[src/rtl/sub_cla_24_pipe_if.sv]
// Purpose: handshake and data bundle for the pipelined 24-bit mantissa
//          subtractor.
// Signals:
//   iValid/oReady : input token handshake (producer -> subtractor)
//   iA, iB, iBin  : minuend, subtrahend, borrow in
//   oValid/iReady : result token handshake (subtractor -> consumer)
//   oD            : (A - B - Bin) mod 2^WIDTH
//   oBout, oNeg   : borrow out / result negative (always equal)
//   oMag          : |A - B - Bin|, WIDTH+1 bits
//   oZero         : true difference is exactly zero
// Modports: slave = subtractor side, master = producer/consumer side.
interface sub_cla_24_pipe_if #(
    parameter int WIDTH = 24
);
    logic             iValid;
    logic             oReady;
    logic [WIDTH-1:0] iA;
    logic [WIDTH-1:0] iB;
    logic             iBin;
    logic             oValid;
    logic             iReady;
    logic [WIDTH-1:0] oD;
    logic             oBout;
    logic             oNeg;
    logic [WIDTH:0]   oMag;
    logic             oZero;

    modport slave (
        input  iValid, iA, iB, iBin, iReady,
        output oReady, oValid, oD, oBout, oNeg, oMag, oZero
    );

    modport master (
        output iValid, iA, iB, iBin, iReady,
        input  oReady, oValid, oD, oBout, oNeg, oMag, oZero
    );
endinterface

[src/rtl/sub_cla_24_pipe.sv]
// Purpose: two-stage pipelined subtractor computing A - B - Bin as
//          A + ~B + ~Bin with 4-bit carry-lookahead groups. Stage 1 resolves
//          the low SPLIT bits, stage 2 the high bits plus sign, magnitude and
//          zero flags. Valid/ready flow control on both sides, 2 tokens max.
// Ports:
//   iClk   : clock, rising edge
//   iRst_n : asynchronous reset, active low
//   bus    : sub_cla_24_pipe_if.slave (handshakes, operands, results)

// N-bit adder built from 4-bit lookahead groups; carries ripple only inside
// a group, group carries are formed from group generate/propagate.
module sub_cla_24_pipe_cla #(
    parameter int N = 12
) (
    input  logic [N-1:0] i_a,
    input  logic [N-1:0] i_b,
    input  logic         i_cin,
    output logic [N-1:0] o_sum,
    output logic         o_cout
);
    logic [N:0]   w_c;
    logic [N-1:0] w_g;
    logic [N-1:0] w_p;
    logic         w_gg;
    logic         w_gp;

    always_comb begin
        w_g    = i_a & i_b;
        w_p    = i_a ^ i_b;
        w_c    = '0;
        w_c[0] = i_cin;
        w_gg   = 1'b0;
        w_gp   = 1'b1;
        for (int k = 0; k < N; k += 4) begin
            w_gg = 1'b0;
            w_gp = 1'b1;
            for (int j = 0; j < 4; j++) begin
                if (k + j < N) begin
                    w_c[k+j+1] = w_g[k+j] | (w_p[k+j] & w_c[k+j]);
                    w_gg       = w_g[k+j] | (w_p[k+j] & w_gg);
                    w_gp       = w_gp & w_p[k+j];
                end
            end
            // group carry-out from lookahead terms (same value as the ripple)
            w_c[(k + 4 < N) ? (k + 4) : N] = w_gg | (w_gp & w_c[k]);
        end
        o_sum  = w_p ^ w_c[N-1:0];
        o_cout = w_c[N];
    end
endmodule

module sub_cla_24_pipe #(
    parameter int WIDTH = 24,
    parameter int SPLIT = 12
) (
    input logic               iClk,
    input logic               iRst_n,
    sub_cla_24_pipe_if.slave  bus
);
    localparam int HI = WIDTH - SPLIT;

    logic             w_load1;
    logic             w_load2;
    logic [SPLIT-1:0] w_sum_lo;
    logic             w_cout_lo;
    logic [HI-1:0]    w_sum_hi;
    logic             w_cout_hi;
    logic [WIDTH-1:0] w_d;
    logic             w_borrow;
    logic [WIDTH:0]   w_mag;
    logic             w_zero;

    logic             r_s1_v;
    logic [SPLIT-1:0] r_s1_d_lo;
    logic             r_s1_c;
    logic [HI-1:0]    r_s1_a_hi;
    logic [HI-1:0]    r_s1_nb_hi;

    logic             r_valid;
    logic [WIDTH-1:0] r_d;
    logic             r_bout;
    logic [WIDTH:0]   r_mag;
    logic             r_zero;

    // a stage may load when its content leaves (or it is empty)
    assign w_load2    = ~r_valid | bus.iReady;
    assign w_load1    = ~r_s1_v | w_load2;
    assign bus.oReady = w_load1;

    // low part: A + ~B + ~Bin
    sub_cla_24_pipe_cla #(.N(SPLIT)) u_cla_lo (
        .i_a    (bus.iA[SPLIT-1:0]),
        .i_b    (~bus.iB[SPLIT-1:0]),
        .i_cin  (~bus.iBin),
        .o_sum  (w_sum_lo),
        .o_cout (w_cout_lo)
    );

    always_ff @(posedge iClk or negedge iRst_n) begin
        if (!iRst_n) begin
            r_s1_v     <= 1'b0;
            r_s1_d_lo  <= '0;
            r_s1_c     <= 1'b0;
            r_s1_a_hi  <= '0;
            r_s1_nb_hi <= '0;
        end else if (w_load1) begin
            r_s1_v <= bus.iValid;
            if (bus.iValid) begin
                r_s1_d_lo  <= w_sum_lo;
                r_s1_c     <= w_cout_lo;
                r_s1_a_hi  <= bus.iA[WIDTH-1:SPLIT];
                r_s1_nb_hi <= ~bus.iB[WIDTH-1:SPLIT];
            end
        end
    end

    sub_cla_24_pipe_cla #(.N(HI)) u_cla_hi (
        .i_a    (r_s1_a_hi),
        .i_b    (r_s1_nb_hi),
        .i_cin  (r_s1_c),
        .o_sum  (w_sum_hi),
        .o_cout (w_cout_hi)
    );

    assign w_d      = {w_sum_hi, r_s1_d_lo};
    assign w_borrow = ~w_cout_hi;
    assign w_mag    = w_borrow ? ({1'b0, ~w_d} + 1'b1) : {1'b0, w_d};
    // a zero pattern with borrow set is -2^WIDTH, not zero
    assign w_zero   = (w_d == '0) & ~w_borrow;

    always_ff @(posedge iClk or negedge iRst_n) begin
        if (!iRst_n) begin
            r_valid <= 1'b0;
            r_d     <= '0;
            r_bout  <= 1'b0;
            r_mag   <= '0;
            r_zero  <= 1'b0;
        end else if (w_load2) begin
            r_valid <= r_s1_v;
            if (r_s1_v) begin
                r_d    <= w_d;
                r_bout <= w_borrow;
                r_mag  <= w_mag;
                r_zero <= w_zero;
            end
        end
    end

    assign bus.oValid = r_valid;
    assign bus.oD     = r_d;
    assign bus.oBout  = r_bout;
    assign bus.oNeg   = r_bout;
    assign bus.oMag   = r_mag;
    assign bus.oZero  = r_zero;
endmodule

[src/flat_wrapper.sv]
// flat-port wrapper written by rule: the top's interface ports become plain ports
module sub_cla_24_pipe_flat 
#(
    parameter int WIDTH = 24,
    parameter int SPLIT = 12
)
  (iClk, iRst_n, bus_iValid, bus_iA, bus_iB, bus_iBin, bus_iReady, bus_oReady, bus_oValid, bus_oD, bus_oBout, bus_oNeg, bus_oMag, bus_oZero);
  sub_cla_24_pipe_if #(.WIDTH(WIDTH)) bus_i ();
  input logic iClk;
  input logic iRst_n;
  input wire logic [$bits(bus_i.iValid)-1:0] bus_iValid;
  input wire logic [$bits(bus_i.iA)-1:0] bus_iA;
  input wire logic [$bits(bus_i.iB)-1:0] bus_iB;
  input wire logic [$bits(bus_i.iBin)-1:0] bus_iBin;
  input wire logic [$bits(bus_i.iReady)-1:0] bus_iReady;
  output wire logic [$bits(bus_i.oReady)-1:0] bus_oReady;
  output wire logic [$bits(bus_i.oValid)-1:0] bus_oValid;
  output wire logic [$bits(bus_i.oD)-1:0] bus_oD;
  output wire logic [$bits(bus_i.oBout)-1:0] bus_oBout;
  output wire logic [$bits(bus_i.oNeg)-1:0] bus_oNeg;
  output wire logic [$bits(bus_i.oMag)-1:0] bus_oMag;
  output wire logic [$bits(bus_i.oZero)-1:0] bus_oZero;
  assign bus_i.iValid = bus_iValid;
  assign bus_i.iA = bus_iA;
  assign bus_i.iB = bus_iB;
  assign bus_i.iBin = bus_iBin;
  assign bus_i.iReady = bus_iReady;
  assign bus_oReady = bus_i.oReady;
  assign bus_oValid = bus_i.oValid;
  assign bus_oD = bus_i.oD;
  assign bus_oBout = bus_i.oBout;
  assign bus_oNeg = bus_i.oNeg;
  assign bus_oMag = bus_i.oMag;
  assign bus_oZero = bus_i.oZero;
  sub_cla_24_pipe #(.WIDTH(WIDTH), .SPLIT(SPLIT)) u_core (.iClk(iClk), .iRst_n(iRst_n), .bus(bus_i));
endmodule
[config.mk]
export PLATFORM = sky130hd
export DESIGN_NAME = sub_cla_24_pipe_flat
export DESIGN_NICKNAME = d
export VERILOG_FILES = /design/src/rtl/sub_cla_24_pipe_if.sv /design/src/rtl/sub_cla_24_pipe.sv /design/src/flat_wrapper.sv
export SDC_FILE = /design/constraint.sdc
export NUM_CORES = 1
export LEC_CHECK = 0
export ABC_AREA = 1
export BUFFER_PORTS_ARGS = -buffer_cell sky130_fd_sc_hd__buf_2
export CAP_MARGIN = 5
export CORE_ASPECT_RATIO = 2
export CORE_MARGIN = 3
export CORE_UTILIZATION = 50
export CTS_BUF_LIST = sky130_fd_sc_hd__clkbuf_4 sky130_fd_sc_hd__clkbuf_8
export DETAILED_ROUTE_END_ITERATION = 7
export PLACE_DENSITY_LB_ADDON = 0.1
export SKIP_CTS_REPAIR_TIMING = 1
export SYNTH_ARGS = -nofsm -noshare
export SYNTH_HDL_FRONTEND = slang
export SYNTH_SLANG_ARGS = --single-unit
[constraint.sdc]
create_clock -name iClk -period 3.05 [get_ports iClk]
set_input_delay 0.61 -clock iClk [delete_from_list [all_inputs] [get_ports iClk]]
set_output_delay 0.61 -clock iClk [all_outputs]
set_load 0.02 [all_outputs]
==> summary.md <==
## Global route
* pin count of the biggest net entering global routing: 90
* first-pass GRT wire length: 20,070 µm
* GRT overflow: 0
* initial antenna violation count: 0
* number of global-route vias before repair: 4,448
* Global Route Usage Sum: 0.2151

## Place
* Placed Cells incl. Taps: 872
* final estimated routing congestion in global placement: 0.8613
* placed standard-cell area: 0.005868 mm²
* detailed placer's ending HPWL: 8973 µm
* input/output buffers: 106

## Setup path
* first element of the critical path: u_core.r_s1_nb_hi[2]
* Critical Path RT: 3310 ps
* Worst Reg2Reg Path Length in Cells: 16
* maximum fanout along the worst path: 3
* critical register-to-register path startpoint: u_core.r_s1_nb_hi[2]
* cell occurring most often along the worst timing path: sky130_fd_sc_hd__nand3_1
* worst setup path endpoint: u_core.bus.oMag[21]
* reg-to-reg endpoint: u_core.bus.oMag[21]
* type of the setup path with the least slack: flop to flop
* Data arrival, critical path: 3330 ps
* standard cell with the maximum stage delay on the critical path: sky130_fd_sc_hd__fa_2
* type of origin of the critical path: flop
* Critical Path Max Stage Delay: 470 ps
* critical-path cell list: ha_4, nand3_1, nand3_1, nand2_1, nand2_1, inv_1, fa_2, fa_2, inv_2, fa_2, buf_4, buf_6, nor4_2, a21oi_1, nand3_1, nand3_1
* Critical Path End Type: flop
* reg2reg setup slack: -20 ps

## Run
* Max Cap Viol: 0

## Timing
* worst rel slew slack: 0.2550
* smallest setup slack after layout: -24.25 ps
* accumulated negative setup slack: -26.66 ps
* max-slew violation total from the final report: 0
* maximum operating frequency: 0.3253 GHz
* number of hold-slack violations in the final timing report: 0
* unrepaired setup endpoints after global routing: true
* crit share post-route: 1.008
* skew final: 18.29 ps
* Min Clock Period, post-route: 3074 ps
* slew at the pin with the worst max-slew slack: 1118 ps
* final number of setup-violating endpoints: 2
* WHS: 410.0 ps

## Outcome
* run status: finished, violations left
* violations in the final reports: negative setup slack

## Clock network
* clock root cell: sky130_fd_sc_hd__clkbuf_8
* TritonCTS sink count: 89
* clock tree from TritonCTS: done
* insertion delay to the later sink of the worst-skew pair: 370 ps
* Clock Pin Slew Worst Setup and Hold Paths: 90 ps
* maximum buffer depth of the clock tree: 2
* # H-tree levels: 3
* TritonCTS buffer count: 9

## Final layout
* number of cells in the finished layout apart from fillers: 891
* Area Overhead vs Synth: 19.15%
* Layout fillers: 984
* net count reported at finish: 847
* Inserted Diodes: 0
* post-route cell area: 0.006205 mm²
* final cell utilization of the core: 0.6113
* share of final-layout standard cells stronger than drive strength 1: 0.2407

## Floorplanning
* effective utilization at floorplan: 0.5131
* Die Y: 150.3 µm
* width of the die: 78.16 µm
* Die Outline Area: 0.01175 mm²
* IO Count: 107
* total number of placement rows: 52
* standard cell core area: 0.01015 mm²

## Route
* routed via count divided by cell count: 4.974
* starting DRC count in detailed routing: 298
* vias post-DR: 4,432
* remaining antenna violation count after routing: 0
* final wirelength: 12,030 µm
* number of iterations in the first detailed-routing pass: 4
* DRC Markers: 0
* detailed-route wire length per cell: 13.50 µm

## Logic synthesis
* register bit count reported by yosys: 89
* number of distinct library cells after synthesis: 35
* synthesized cell area: 0.005207 mm²
* area share of fa/ha/maj cells after synthesis: 0.1293
* biggest area consumer among synthesized cells: sky130_fd_sc_hd__dfrtp_1
* multiplexer share of the synthesized area: 0
* Syn Nets: 738
* simple-gate share of the synthesized area: 0.2953
* top cell type's share of synthesized area: 0.4277
* instance count of the mapped netlist: 642
* cells taking the most area after synthesis: sky130_fd_sc_hd__dfrtp_1 (43%), sky130_fd_sc_hd__nand2_1 (11%), sky130_fd_sc_hd__fa_1 (6.9%)
* XOR/XNOR Fraction of Synth Area: 0.006728
* compound-cell area share of the yosys netlist: 0.05406
* dominant combinational cell family by area after synthesis: simple AND/OR/NAND/NOR gates
* share of the yosys chip area belonging to registers: 0.4277
* count of yosys warnings during synthesis: 0
* Avg Cell Area, Syn: 8.111 µm²

## Min path
* Hold Crit Class: input port to async pin

## Power
* leakage: 3.313 nW
* largest voltage drop on the vdd net: 0.4256 mV
* pwr/cell area: 806.5 mW/mm²

layout make-up:
| type | instances | area, µm² | area share |
|---|---|---|---|
| multi-input combinational | 448 | 2597 | 0.4186 |
| timing repair buffer | 124 | 671.9 | 0.1083 |
| clock buffer | 11 | 138.9 | 0.02238 |
| tap | 135 | 168.9 | 0.02722 |
| clock inverter | 5 | 103.9 | 0.01674 |
| inverter | 79 | 296.5 | 0.04779 |
| sequential | 89 | 2227 | 0.3589 |
worst max-delay path: cells and delay by family, from the launching register on:
family                     cells  cell delay, ps
AOI/OAI and AO/OA              1             120
adders and majority gates      4            1440
buffers and inverters          4             400
DFF                            1             420
and+or+nand+nor                7             570
cell usage after synthesis (all sizes together):
cell / count
clkinv: 2
ha: 25
nor3: 3
a211oi: 1
nand2: 153
dfrtp: 89
o21ai: 35
fa: 18
nand4: 16
a21oi: 9
a21o: 2
xor2: 4
and3: 1
clkbuf: 5
nand3: 68
nor2: 107
buf: 21
nor4: 1
a31oi: 1
nand3b: 1
inv: 77
o21bai: 2
o21a: 1
worst min path at each step:
stage               slack [ps]  depth (start not counted)              endpoint             start
floorplan                  310                          0      u_core.bus.oBout            iRst_n
global placement           460                          2      u_core.bus.oD[1]  u_core.bus.oD[1]
detailed placement         460                          2      u_core.bus.oZero  u_core.bus.oZero
CTS                        400                          2  u_core.r_s1_nb_hi[5]        bus_iB[17]
global route               420                          2  u_core.r_s1_nb_hi[4]        bus_iB[16]
finish                     410                          1    u_core.bus.oMag[2]            iRst_n
flip-flops by register name, indices dropped and copies added, names as in the netlist, 12 cells and up:
signal / count
u_core.bus.oD: 23
u_core.r_s1_a_hi: 12
u_core.r_s1_nb_hi: 12
u_core.r_s1_d_lo: 12
u_core.bus.oMag: 25
cells by family after synthesis:
family,after synthesis
buffers and inverters,105
adders and majority gates,43
DFF,89
xor gates and xnor gates,4
and+or+nand+nor,350
AOI/OAI and AO/OA,51
power breakdown:
part | leakage (nW) | switching, mW | internal, mW | total (mW)
Clock | 0.124 | 0.419 | 0.563 | 0.982
Combinational | 2.12 | 1.41 | 0.791 | 2.20
Sequential | 1.07 | 0.261 | 1.56 | 1.82
Total | 3.31 | 2.09 | 2.91 | 5.00
routing by layer:
metal	wire, µm	track usage	share of wire
met5	0	0	0
met3	489	0.04192	0.041
met4	397	0.09457	0.033
met1	4808	0.2659	0.40
met2	6336	0.3634	0.53
metrics by stage:
stage,power (mW),worst slack [ps]
finish,5.004,-24.25
global route,5.394,-200.9
CTS,4.969,-146.3
detailed placement,3.976,-129.8
global placement,3.921,-40.08
floorplan,3.267,45.43
placed cells by master (no fill, tap or decap), drive strengths merged:
| cell | Yosys | final |
|---|---|---|
| a31oi | 1 | 1 |
| buf | 21 | 124 |
| clkbuf | 5 | 11 |
| a21o | 2 | 2 |
| nor3 | 3 | 3 |
| bufinv | 0 | 3 |
| ha | 25 | 25 |
| o21ai | 35 | 35 |
| inv | 77 | 77 |
| xor2 | 4 | 4 |
| nor2 | 107 | 107 |
| clkinv | 2 | 4 |
| o21bai | 2 | 2 |
| nand3b | 1 | 1 |
| nand2 | 153 | 153 |
| a21oi | 9 | 9 |
| nand4 | 16 | 16 |
| and3 | 1 | 1 |
| nand3 | 68 | 68 |
| a211oi | 1 | 1 |
| fa | 18 | 18 |
| dfrtp | 89 | 89 |
| o21a | 1 | 1 |
| nor4 | 1 | 1 |
(Power assumes the default switching activity.)
